### src/rtl/huff_pair_sequencer_if.sv
// Handshake and bus bundle for huff_pair_sequencer.
// Groups the granule side info, serial bit input, decoder-bank control/result,
// pair output stream and status. The master side is the environment
// (bitstream source, decoder bank, sink); the slave side is the sequencer.
interface huff_pair_sequencer_if;
    // Granule side info
    logic               start;
    logic [8:0]         big_values;
    logic [8:0]         region1_start;
    logic [8:0]         region2_start;
    logic [4:0]         table_sel0;
    logic [4:0]         table_sel1;
    logic [4:0]         table_sel2;
    logic [11:0]        bit_budget;
    // Serial bitstream
    logic               bit_valid;
    logic               bit_data;
    logic               bit_ready;
    // Decoder bank
    logic [4:0]         dec_sel;
    logic               dec_clr;
    logic               dec_valid;
    logic               dec_data;
    logic               dec_done;
    logic signed [15:0] dec_x;
    logic signed [15:0] dec_y;
    // Pair output stream
    logic               out_valid;
    logic               out_ready;
    logic signed [15:0] out_x;
    logic signed [15:0] out_y;
    logic [9:0]         out_idx;
    // Status
    logic               busy;
    logic               done;
    logic               err_overrun;
    logic [11:0]        bits_used;

    modport master (
        output start, big_values, region1_start, region2_start,
        output table_sel0, table_sel1, table_sel2, bit_budget,
        output bit_valid, bit_data, dec_done, dec_x, dec_y, out_ready,
        input  bit_ready, dec_sel, dec_clr, dec_valid, dec_data,
        input  out_valid, out_x, out_y, out_idx, busy, done, err_overrun, bits_used
    );

    modport slave (
        input  start, big_values, region1_start, region2_start,
        input  table_sel0, table_sel1, table_sel2, bit_budget,
        input  bit_valid, bit_data, dec_done, dec_x, dec_y, out_ready,
        output bit_ready, dec_sel, dec_clr, dec_valid, dec_data,
        output out_valid, out_x, out_y, out_idx, busy, done, err_overrun, bits_used
    );
endinterface

### src/rtl/huff_pair_sequencer.sv
// Huffman big_values pair sequencer.
// Walks the (x,y) pairs of one granule: picks the Huffman table for each pair's
// region, clears the decoder bank at region boundaries, feeds serial bits into
// the selected decoder within a bit budget and presents each decoded pair on a
// valid/ready output stream.
// Ports:
//   clk  - system clock, rising edge
//   rst  - synchronous active-high reset
//   bus  - huff_pair_sequencer_if.slave: side info + start, bit input handshake,
//          decoder bank control/result, pair output stream, busy/done/status
module huff_pair_sequencer #(
    parameter int unsigned MAX_PAIRS = 288
) (
    input logic                 clk,
    input logic                 rst,
    huff_pair_sequencer_if.slave bus
);
    localparam logic [8:0] MaxPairs = 9'(MAX_PAIRS);

    typedef enum logic [2:0] {StIdle, StLoad, StFeed, StEmit, StFin} state_t;

    state_t             state_q, state_d;
    logic [8:0]         pair_cnt_q, pair_cnt_d;
    logic [11:0]        bits_used_q, bits_used_d;
    logic [8:0]         bv_q, bv_d;
    logic [8:0]         r1_q, r1_d;
    logic [8:0]         r2_q, r2_d;
    logic [4:0]         t0_q, t0_d;
    logic [4:0]         t1_q, t1_d;
    logic [4:0]         t2_q, t2_d;
    logic [11:0]        budget_q, budget_d;
    logic signed [15:0] out_x_q, out_x_d;
    logic signed [15:0] out_y_q, out_y_d;
    logic [9:0]         out_idx_q, out_idx_d;
    logic               err_q, err_d;
    logic               done_q;

    logic [4:0] cur_sel;
    logic [8:0] pair_nxt;
    logic [8:0] bv_in;
    logic       feed_rdy;

    always_comb begin
        if (pair_cnt_q < r1_q) begin
            cur_sel = t0_q;
        end else if (pair_cnt_q < r2_q) begin
            cur_sel = t1_q;
        end else begin
            cur_sel = t2_q;
        end
    end

    assign pair_nxt = pair_cnt_q + 9'd1;
    assign bv_in    = (bus.big_values > MaxPairs) ? MaxPairs : bus.big_values;

    always_comb begin
        state_d     = state_q;
        pair_cnt_d  = pair_cnt_q;
        bits_used_d = bits_used_q;
        bv_d        = bv_q;
        r1_d        = r1_q;
        r2_d        = r2_q;
        t0_d        = t0_q;
        t1_d        = t1_q;
        t2_d        = t2_q;
        budget_d    = budget_q;
        out_x_d     = out_x_q;
        out_y_d     = out_y_q;
        out_idx_d   = out_idx_q;
        err_d       = err_q;
        feed_rdy    = 1'b0;

        unique case (state_q)
            StIdle: begin
                if (bus.start) begin
                    bv_d        = bv_in;
                    r1_d        = bus.region1_start;
                    r2_d        = bus.region2_start;
                    t0_d        = bus.table_sel0;
                    t1_d        = bus.table_sel1;
                    t2_d        = bus.table_sel2;
                    budget_d    = bus.bit_budget;
                    pair_cnt_d  = '0;
                    bits_used_d = '0;
                    err_d       = 1'b0;
                    state_d     = (bv_in == 9'd0) ? StFin : StLoad;
                end
            end
            StLoad: begin
                // Table 0 codes an all-zero region: no bits to decode.
                if (cur_sel == 5'd0) begin
                    out_x_d   = '0;
                    out_y_d   = '0;
                    out_idx_d = {pair_cnt_q, 1'b0};
                    state_d   = StEmit;
                end else begin
                    state_d = StFeed;
                end
            end
            StFeed: begin
                // A table-0 pair reached without a region boundary is still all zero.
                if (cur_sel == 5'd0) begin
                    out_x_d   = '0;
                    out_y_d   = '0;
                    out_idx_d = {pair_cnt_q, 1'b0};
                    state_d   = StEmit;
                end else if (bus.dec_done) begin
                    out_x_d   = bus.dec_x;
                    out_y_d   = bus.dec_y;
                    out_idx_d = {pair_cnt_q, 1'b0};
                    state_d   = StEmit;
                end else if (bits_used_q == budget_q) begin
                    err_d   = 1'b1;
                    state_d = StFin;
                end else begin
                    feed_rdy = 1'b1;
                    if (bus.bit_valid) begin
                        bits_used_d = bits_used_q + 12'd1;
                    end
                end
            end
            StEmit: begin
                if (bus.out_ready) begin
                    pair_cnt_d = pair_nxt;
                    if (pair_nxt == bv_q) begin
                        state_d = StFin;
                    end else if ((pair_nxt == r1_q) || (pair_nxt == r2_q)) begin
                        state_d = StLoad;
                    end else begin
                        state_d = StFeed;
                    end
                end
            end
            StFin: begin
                state_d = StIdle;
            end
            default: begin
                state_d = StIdle;
            end
        endcase
    end

    always_ff @(posedge clk) begin
        if (rst) begin
            state_q     <= StIdle;
            pair_cnt_q  <= '0;
            bits_used_q <= '0;
            bv_q        <= '0;
            r1_q        <= '0;
            r2_q        <= '0;
            t0_q        <= '0;
            t1_q        <= '0;
            t2_q        <= '0;
            budget_q    <= '0;
            out_x_q     <= '0;
            out_y_q     <= '0;
            out_idx_q   <= '0;
            err_q       <= 1'b0;
            done_q      <= 1'b0;
        end else begin
            state_q     <= state_d;
            pair_cnt_q  <= pair_cnt_d;
            bits_used_q <= bits_used_d;
            bv_q        <= bv_d;
            r1_q        <= r1_d;
            r2_q        <= r2_d;
            t0_q        <= t0_d;
            t1_q        <= t1_d;
            t2_q        <= t2_d;
            budget_q    <= budget_d;
            out_x_q     <= out_x_d;
            out_y_q     <= out_y_d;
            out_idx_q   <= out_idx_d;
            err_q       <= err_d;
            // done is registered off FIN so it is glitch-free and one cycle wide.
            done_q      <= (state_q == StFin);
        end
    end

    assign bus.bit_ready   = feed_rdy;
    assign bus.dec_valid   = feed_rdy & bus.bit_valid;
    assign bus.dec_data    = feed_rdy & bus.bit_valid & bus.bit_data;
    assign bus.dec_clr     = rst | (state_q == StLoad);
    assign bus.dec_sel     = cur_sel;
    assign bus.out_valid   = (state_q == StEmit);
    assign bus.out_x       = out_x_q;
    assign bus.out_y       = out_y_q;
    assign bus.out_idx     = out_idx_q;
    assign bus.busy        = (state_q != StIdle);
    assign bus.done        = done_q;
    assign bus.err_overrun = err_q;
    assign bus.bits_used   = bits_used_q;
endmodule

### src/flat_wrapper.sv
// flat-port wrapper written by rule: the top's interface ports become plain ports
module huff_pair_sequencer_flat 
#(
    parameter int unsigned MAX_PAIRS = 288
)
  (clk, rst, bus_start, bus_big_values, bus_region1_start, bus_region2_start, bus_table_sel0, bus_table_sel1, bus_table_sel2, bus_bit_budget, bus_bit_valid, bus_bit_data, bus_dec_done, bus_dec_x, bus_dec_y, bus_out_ready, bus_bit_ready, bus_dec_sel, bus_dec_clr, bus_dec_valid, bus_dec_data, bus_out_valid, bus_out_x, bus_out_y, bus_out_idx, bus_busy, bus_done, bus_err_overrun, bus_bits_used);
  huff_pair_sequencer_if bus_i ();
  input logic clk;
  input logic rst;
  input wire logic [$bits(bus_i.start)-1:0] bus_start;
  input wire logic [$bits(bus_i.big_values)-1:0] bus_big_values;
  input wire logic [$bits(bus_i.region1_start)-1:0] bus_region1_start;
  input wire logic [$bits(bus_i.region2_start)-1:0] bus_region2_start;
  input wire logic [$bits(bus_i.table_sel0)-1:0] bus_table_sel0;
  input wire logic [$bits(bus_i.table_sel1)-1:0] bus_table_sel1;
  input wire logic [$bits(bus_i.table_sel2)-1:0] bus_table_sel2;
  input wire logic [$bits(bus_i.bit_budget)-1:0] bus_bit_budget;
  input wire logic [$bits(bus_i.bit_valid)-1:0] bus_bit_valid;
  input wire logic [$bits(bus_i.bit_data)-1:0] bus_bit_data;
  input wire logic [$bits(bus_i.dec_done)-1:0] bus_dec_done;
  input wire logic [$bits(bus_i.dec_x)-1:0] bus_dec_x;
  input wire logic [$bits(bus_i.dec_y)-1:0] bus_dec_y;
  input wire logic [$bits(bus_i.out_ready)-1:0] bus_out_ready;
  output wire logic [$bits(bus_i.bit_ready)-1:0] bus_bit_ready;
  output wire logic [$bits(bus_i.dec_sel)-1:0] bus_dec_sel;
  output wire logic [$bits(bus_i.dec_clr)-1:0] bus_dec_clr;
  output wire logic [$bits(bus_i.dec_valid)-1:0] bus_dec_valid;
  output wire logic [$bits(bus_i.dec_data)-1:0] bus_dec_data;
  output wire logic [$bits(bus_i.out_valid)-1:0] bus_out_valid;
  output wire logic [$bits(bus_i.out_x)-1:0] bus_out_x;
  output wire logic [$bits(bus_i.out_y)-1:0] bus_out_y;
  output wire logic [$bits(bus_i.out_idx)-1:0] bus_out_idx;
  output wire logic [$bits(bus_i.busy)-1:0] bus_busy;
  output wire logic [$bits(bus_i.done)-1:0] bus_done;
  output wire logic [$bits(bus_i.err_overrun)-1:0] bus_err_overrun;
  output wire logic [$bits(bus_i.bits_used)-1:0] bus_bits_used;
  assign bus_i.start = bus_start;
  assign bus_i.big_values = bus_big_values;
  assign bus_i.region1_start = bus_region1_start;
  assign bus_i.region2_start = bus_region2_start;
  assign bus_i.table_sel0 = bus_table_sel0;
  assign bus_i.table_sel1 = bus_table_sel1;
  assign bus_i.table_sel2 = bus_table_sel2;
  assign bus_i.bit_budget = bus_bit_budget;
  assign bus_i.bit_valid = bus_bit_valid;
  assign bus_i.bit_data = bus_bit_data;
  assign bus_i.dec_done = bus_dec_done;
  assign bus_i.dec_x = bus_dec_x;
  assign bus_i.dec_y = bus_dec_y;
  assign bus_i.out_ready = bus_out_ready;
  assign bus_bit_ready = bus_i.bit_ready;
  assign bus_dec_sel = bus_i.dec_sel;
  assign bus_dec_clr = bus_i.dec_clr;
  assign bus_dec_valid = bus_i.dec_valid;
  assign bus_dec_data = bus_i.dec_data;
  assign bus_out_valid = bus_i.out_valid;
  assign bus_out_x = bus_i.out_x;
  assign bus_out_y = bus_i.out_y;
  assign bus_out_idx = bus_i.out_idx;
  assign bus_busy = bus_i.busy;
  assign bus_done = bus_i.done;
  assign bus_err_overrun = bus_i.err_overrun;
  assign bus_bits_used = bus_i.bits_used;
  huff_pair_sequencer #(.MAX_PAIRS(MAX_PAIRS)) u_core (.clk(clk), .rst(rst), .bus(bus_i));
endmodule
### config.mk
export PLATFORM = sky130hd
export DESIGN_NAME = huff_pair_sequencer_flat
export DESIGN_NICKNAME = d
export VERILOG_FILES = /design/src/rtl/huff_pair_sequencer_if.sv /design/src/rtl/huff_pair_sequencer.sv /design/src/flat_wrapper.sv
export SDC_FILE = /design/constraint.sdc
export NUM_CORES = 1
export LEC_CHECK = 0
export CAP_MARGIN = 20
export CORE_MARGIN = 2
export CORE_UTILIZATION = 49
export CTS_CLUSTER_SIZE = 14
export DETAILED_ROUTE_END_ITERATION = 7
export PLACE_DENSITY = 0.76
export SLEW_MARGIN = 0
export SYNTH_ARGS = -nofsm -noshare
export SYNTH_HDL_FRONTEND = slang
export SYNTH_SLANG_ARGS = --single-unit
export TNS_END_PERCENT = 5
### constraint.sdc
create_clock -name clk -period 3.9 [get_ports clk]
set_input_delay 0.585 -clock clk [delete_from_list [all_inputs] [get_ports clk]]
set_output_delay 0.585 -clock clk [all_outputs]
set_load 0.005 [all_outputs]
==> flow_metrics.tcl <==
set metrics [dict create \
    slew_headroom_pct 45.4 \
    io_pins 160 \
    die_x_um 115 \
    crit_type "reg -> out" \
    finalNetCount 1027 \
    leakage_nw 3.27 \
    finalCritPeriodShare_pct 97.0 \
    diodes 0 \
    synthFlopType "dfxtp_1" \
    die_area_sq_um 13300 \
    grt_pass1_wl_um 28400 \
    peakVddDrop_uv 438 \
    yosys-top-cells-area "dfxtp_1 (40%), nand2_1 (7.8%), nand3_1 (6.9%)" \
    setup_violations 0 \
    dpl_worst_slack_ps 188 \
    syn_nets 880 \
    detail_route.wl_per_cell_um 16.2 \
    cp_data_required_time_ps 3310 \
    antenna_found_initial 0 \
    power.density_nw_per_um2 538 \
    async_flop_share_pct 0 \
    viasPerCell 5.60 \
    overflow 0 \
    drc 0 \
    end_kind "output pin" \
    worstSkewPairLatency_ps 410 \
    place_area_sq_um 7790 \
    hold_viol 0 \
    grt_usage_pct 26.7 \
    clk_pin_slew_ps 50 \
    totalNegativeSetupSlack_ps 0 \
    ctsLongestPathBuffers 2 \
    status "complete, no violations" \
    synthesis.area_sq_um 6080 \
    cp_max_fo 4 \
    initialDrtViolationCount 519 \
    area_delta_synth_final_pct 39.9 \
    fin_skew_ps 8.80 \
    drv_slew 0 \
    portBuffers 158 \
    min_path_type "reg -> reg" \
    holdCritStartpoint "u_core.bus.out_y[3]$_SDFFE_PP0P_" \
    drive_above_1_share_pct 9.07 \
    numCtsBuffers 17 \
    grt_max_degree 76 \
    vias 6131 \
    ys_ff_latch 121 \
    fp.dieH_um 115 \
    synth_top_area_share_pct 39.8 \
    seq_area_frac_synth_pct 39.8 \
    worstReg2RegStart "u_core.r2_q[3]$_SDFFE_PP0P_" \
    power_mw 4.58 \
    synth_warnings 0 \
    cts.sinks 121 \
    path_cells "inv_1, ha_1, a21o_1, a21oi_2, a21oi_1, o21ai_0, a2bb2oi_2, or3_4, or2_4, and3_1, dlygate4sd2_1" \
    wl_um 17700 \
    synth_top_cells_by_count "nand2_1 (126), dfxtp_1 (121), nand3_1 (84)" \
    layout_setup_ws_ps 116 \
    detailed_place_hpwl_um 12500 \
    core_sq_um 12100 \
    finalCriticalPeriod_ps 3780 \
    grt_pass1_vias 5752 \
    clock-root-buffer "clkbuf_16" \
    post-route-cell-area_sq_um 8510 \
    synth_largest_area_cell "dfxtp_1" \
    syn_inst 767 \
    drtPass1Iterations 5 \
    cp_slowest_cell "or3_4" \
    initial_core_util_pct 50.4 \
    worst_pin_slew_ps 816 \
    critPathMaxStageDelay_ps 390 \
    yosysMostFrequentCell "nand2_1" \
    synth_edf_count 0 \
    cts_tree "yes" \
    hold_buffers 0 \
    htree_levels 4 \
    crit_path_start "u_core.r2_q[3]$_SDFFE_PP0P_" \
    gp_congestion 0.944 \
    max_freq_mhz 264 \
    ant_nets 0 \
    maxCapViolations 0 \
    worst_setup_path_start_kind "flip-flop" \
    syn_area_per_cell_sq_um 7.93 \
    num_rows 40 \
    whs_ps 453 \
    cp_data_arrival_time_ps 3200 \
    ys_types 66 \
]
[metrics by stage]
step	std cells	utilization (%)
6_report	1094	70.6
2_1_floorplan	767	-
5_1_grt	1094	70.6
3_5_place_dp	1057	64.6
3_3_place_gp	1057	64.6
4_1_cts	1092	70.2
[flip-flops by register name, summed over array words and instances (netlist names)]
signal,cells
u_core.r1_q,9
u_core.bus.bits_used,12
u_core.bv_q,9
u_core.t1_q,5
u_core.budget_q,12
u_core.t0_q,5
u_core.pair_cnt_q,9
u_core.state_q,3
u_core.bus.out_x,16
u_core.bus.err_overrun,1
u_core.bus.done,1
u_core.bus.out_y,16
u_core.r2_q,9
u_core.bus.out_idx,9
u_core.t2_q,5
[timing repair]
action                     CTS  global route
gates resized for setup     15             8
pin swaps                    4             2
setup endpoints to repair    3             3
buffers inserted             4             2
[final cells by class]
cell class / instances / area, sq um
Timing Repair Buffer: 180 / 1750
Tap cell: 168 / 210
Clock inverter: 11 / 146
Clock buffer: 20 / 457
Fill cell: 966 / 3550
Inverter: 26 / 97.6
Multi-Input combinational cell: 568 / 3420
Sequential cell: 121 / 2430
[layout by cell type, fill, tap and decap left out, types with 4 or more instances in the layout]
master,instances
nor3_1,12
nand3_1,84
a32oi_1,7
dfxtp_2,4
clkbuf_16,17
clkdlybuf4s50_1,155
buf_4,21
o21ai_1,9
o31ai_1,5
o211ai_1,8
and2_1,4
nor4_1,7
dfxtp_1,117
a21o_1,4
nor2_1,44
o21ai_0,39
mux2i_1,10
a22oi_1,6
and3_1,7
a21oi_1,63
inv_1,25
xnor2_1,21
nand2b_1,4
ha_1,20
nand2_1,125
xor2_1,21
[routing by layer]
metal  up-vias  track usage (%)  routed length, um
li1       2980                -                  -
met1      2861             34.2               7440
met2       255             45.7               8760
met3        35             5.28               1200
met4         0             8.11                331
met5         -                0                  0
[cell families (layout without fill, tap and decap cells)]
group,count (synthesis),count (layout),share of synthesized area [%]
buf+inv,78,237,5.20
compound gates,175,175,17.9
simple gates,316,316,24.0
other cells,1,1,0.0616
fa+ha+maj,20,20,4.11
mux,11,11,1.83
xor+xnor,45,45,7.05
flops,121,121,39.8
[path summary, 6_finish.rpt]
check | to | slack [ps] | depth (start not counted)
worst max-delay path | bus_dec_data | 120 | 11
worst max register to register | u_core.bus.out_idx[7]$_SDFFE_PP0P_ | 540 | 13
worst min register to register | u_core.bus.out_y[3]$_SDFFE_PP0P_ | 450 | 2
worst min-delay path | u_core.bus.out_y[3]$_SDFFE_PP0P_ | 450 | 2
[worst max-delay path, delay by kind of cell, from the launching register on]
| kind | cells | cell delay, ps |
|---|---|---|
| AOI/OAI and AO/OA | 5 | 980 |
| and+or+nand+nor | 3 | 810 |
| DFF | 1 | 380 |
| buffers and inverters | 2 | 320 |
| adders and majority gates | 1 | 300 |
[where the power goes]
part | total (mW) | internal, mW | switching, mW
logic | 1.53 | 0.632 | 0.896
clock network | 1.59 | 1.03 | 0.555
registers | 1.46 | 1.35 | 0.109
total | 4.58 | 3.02 | 1.56
No activity file was read; power rests on OpenSTA's default activity.
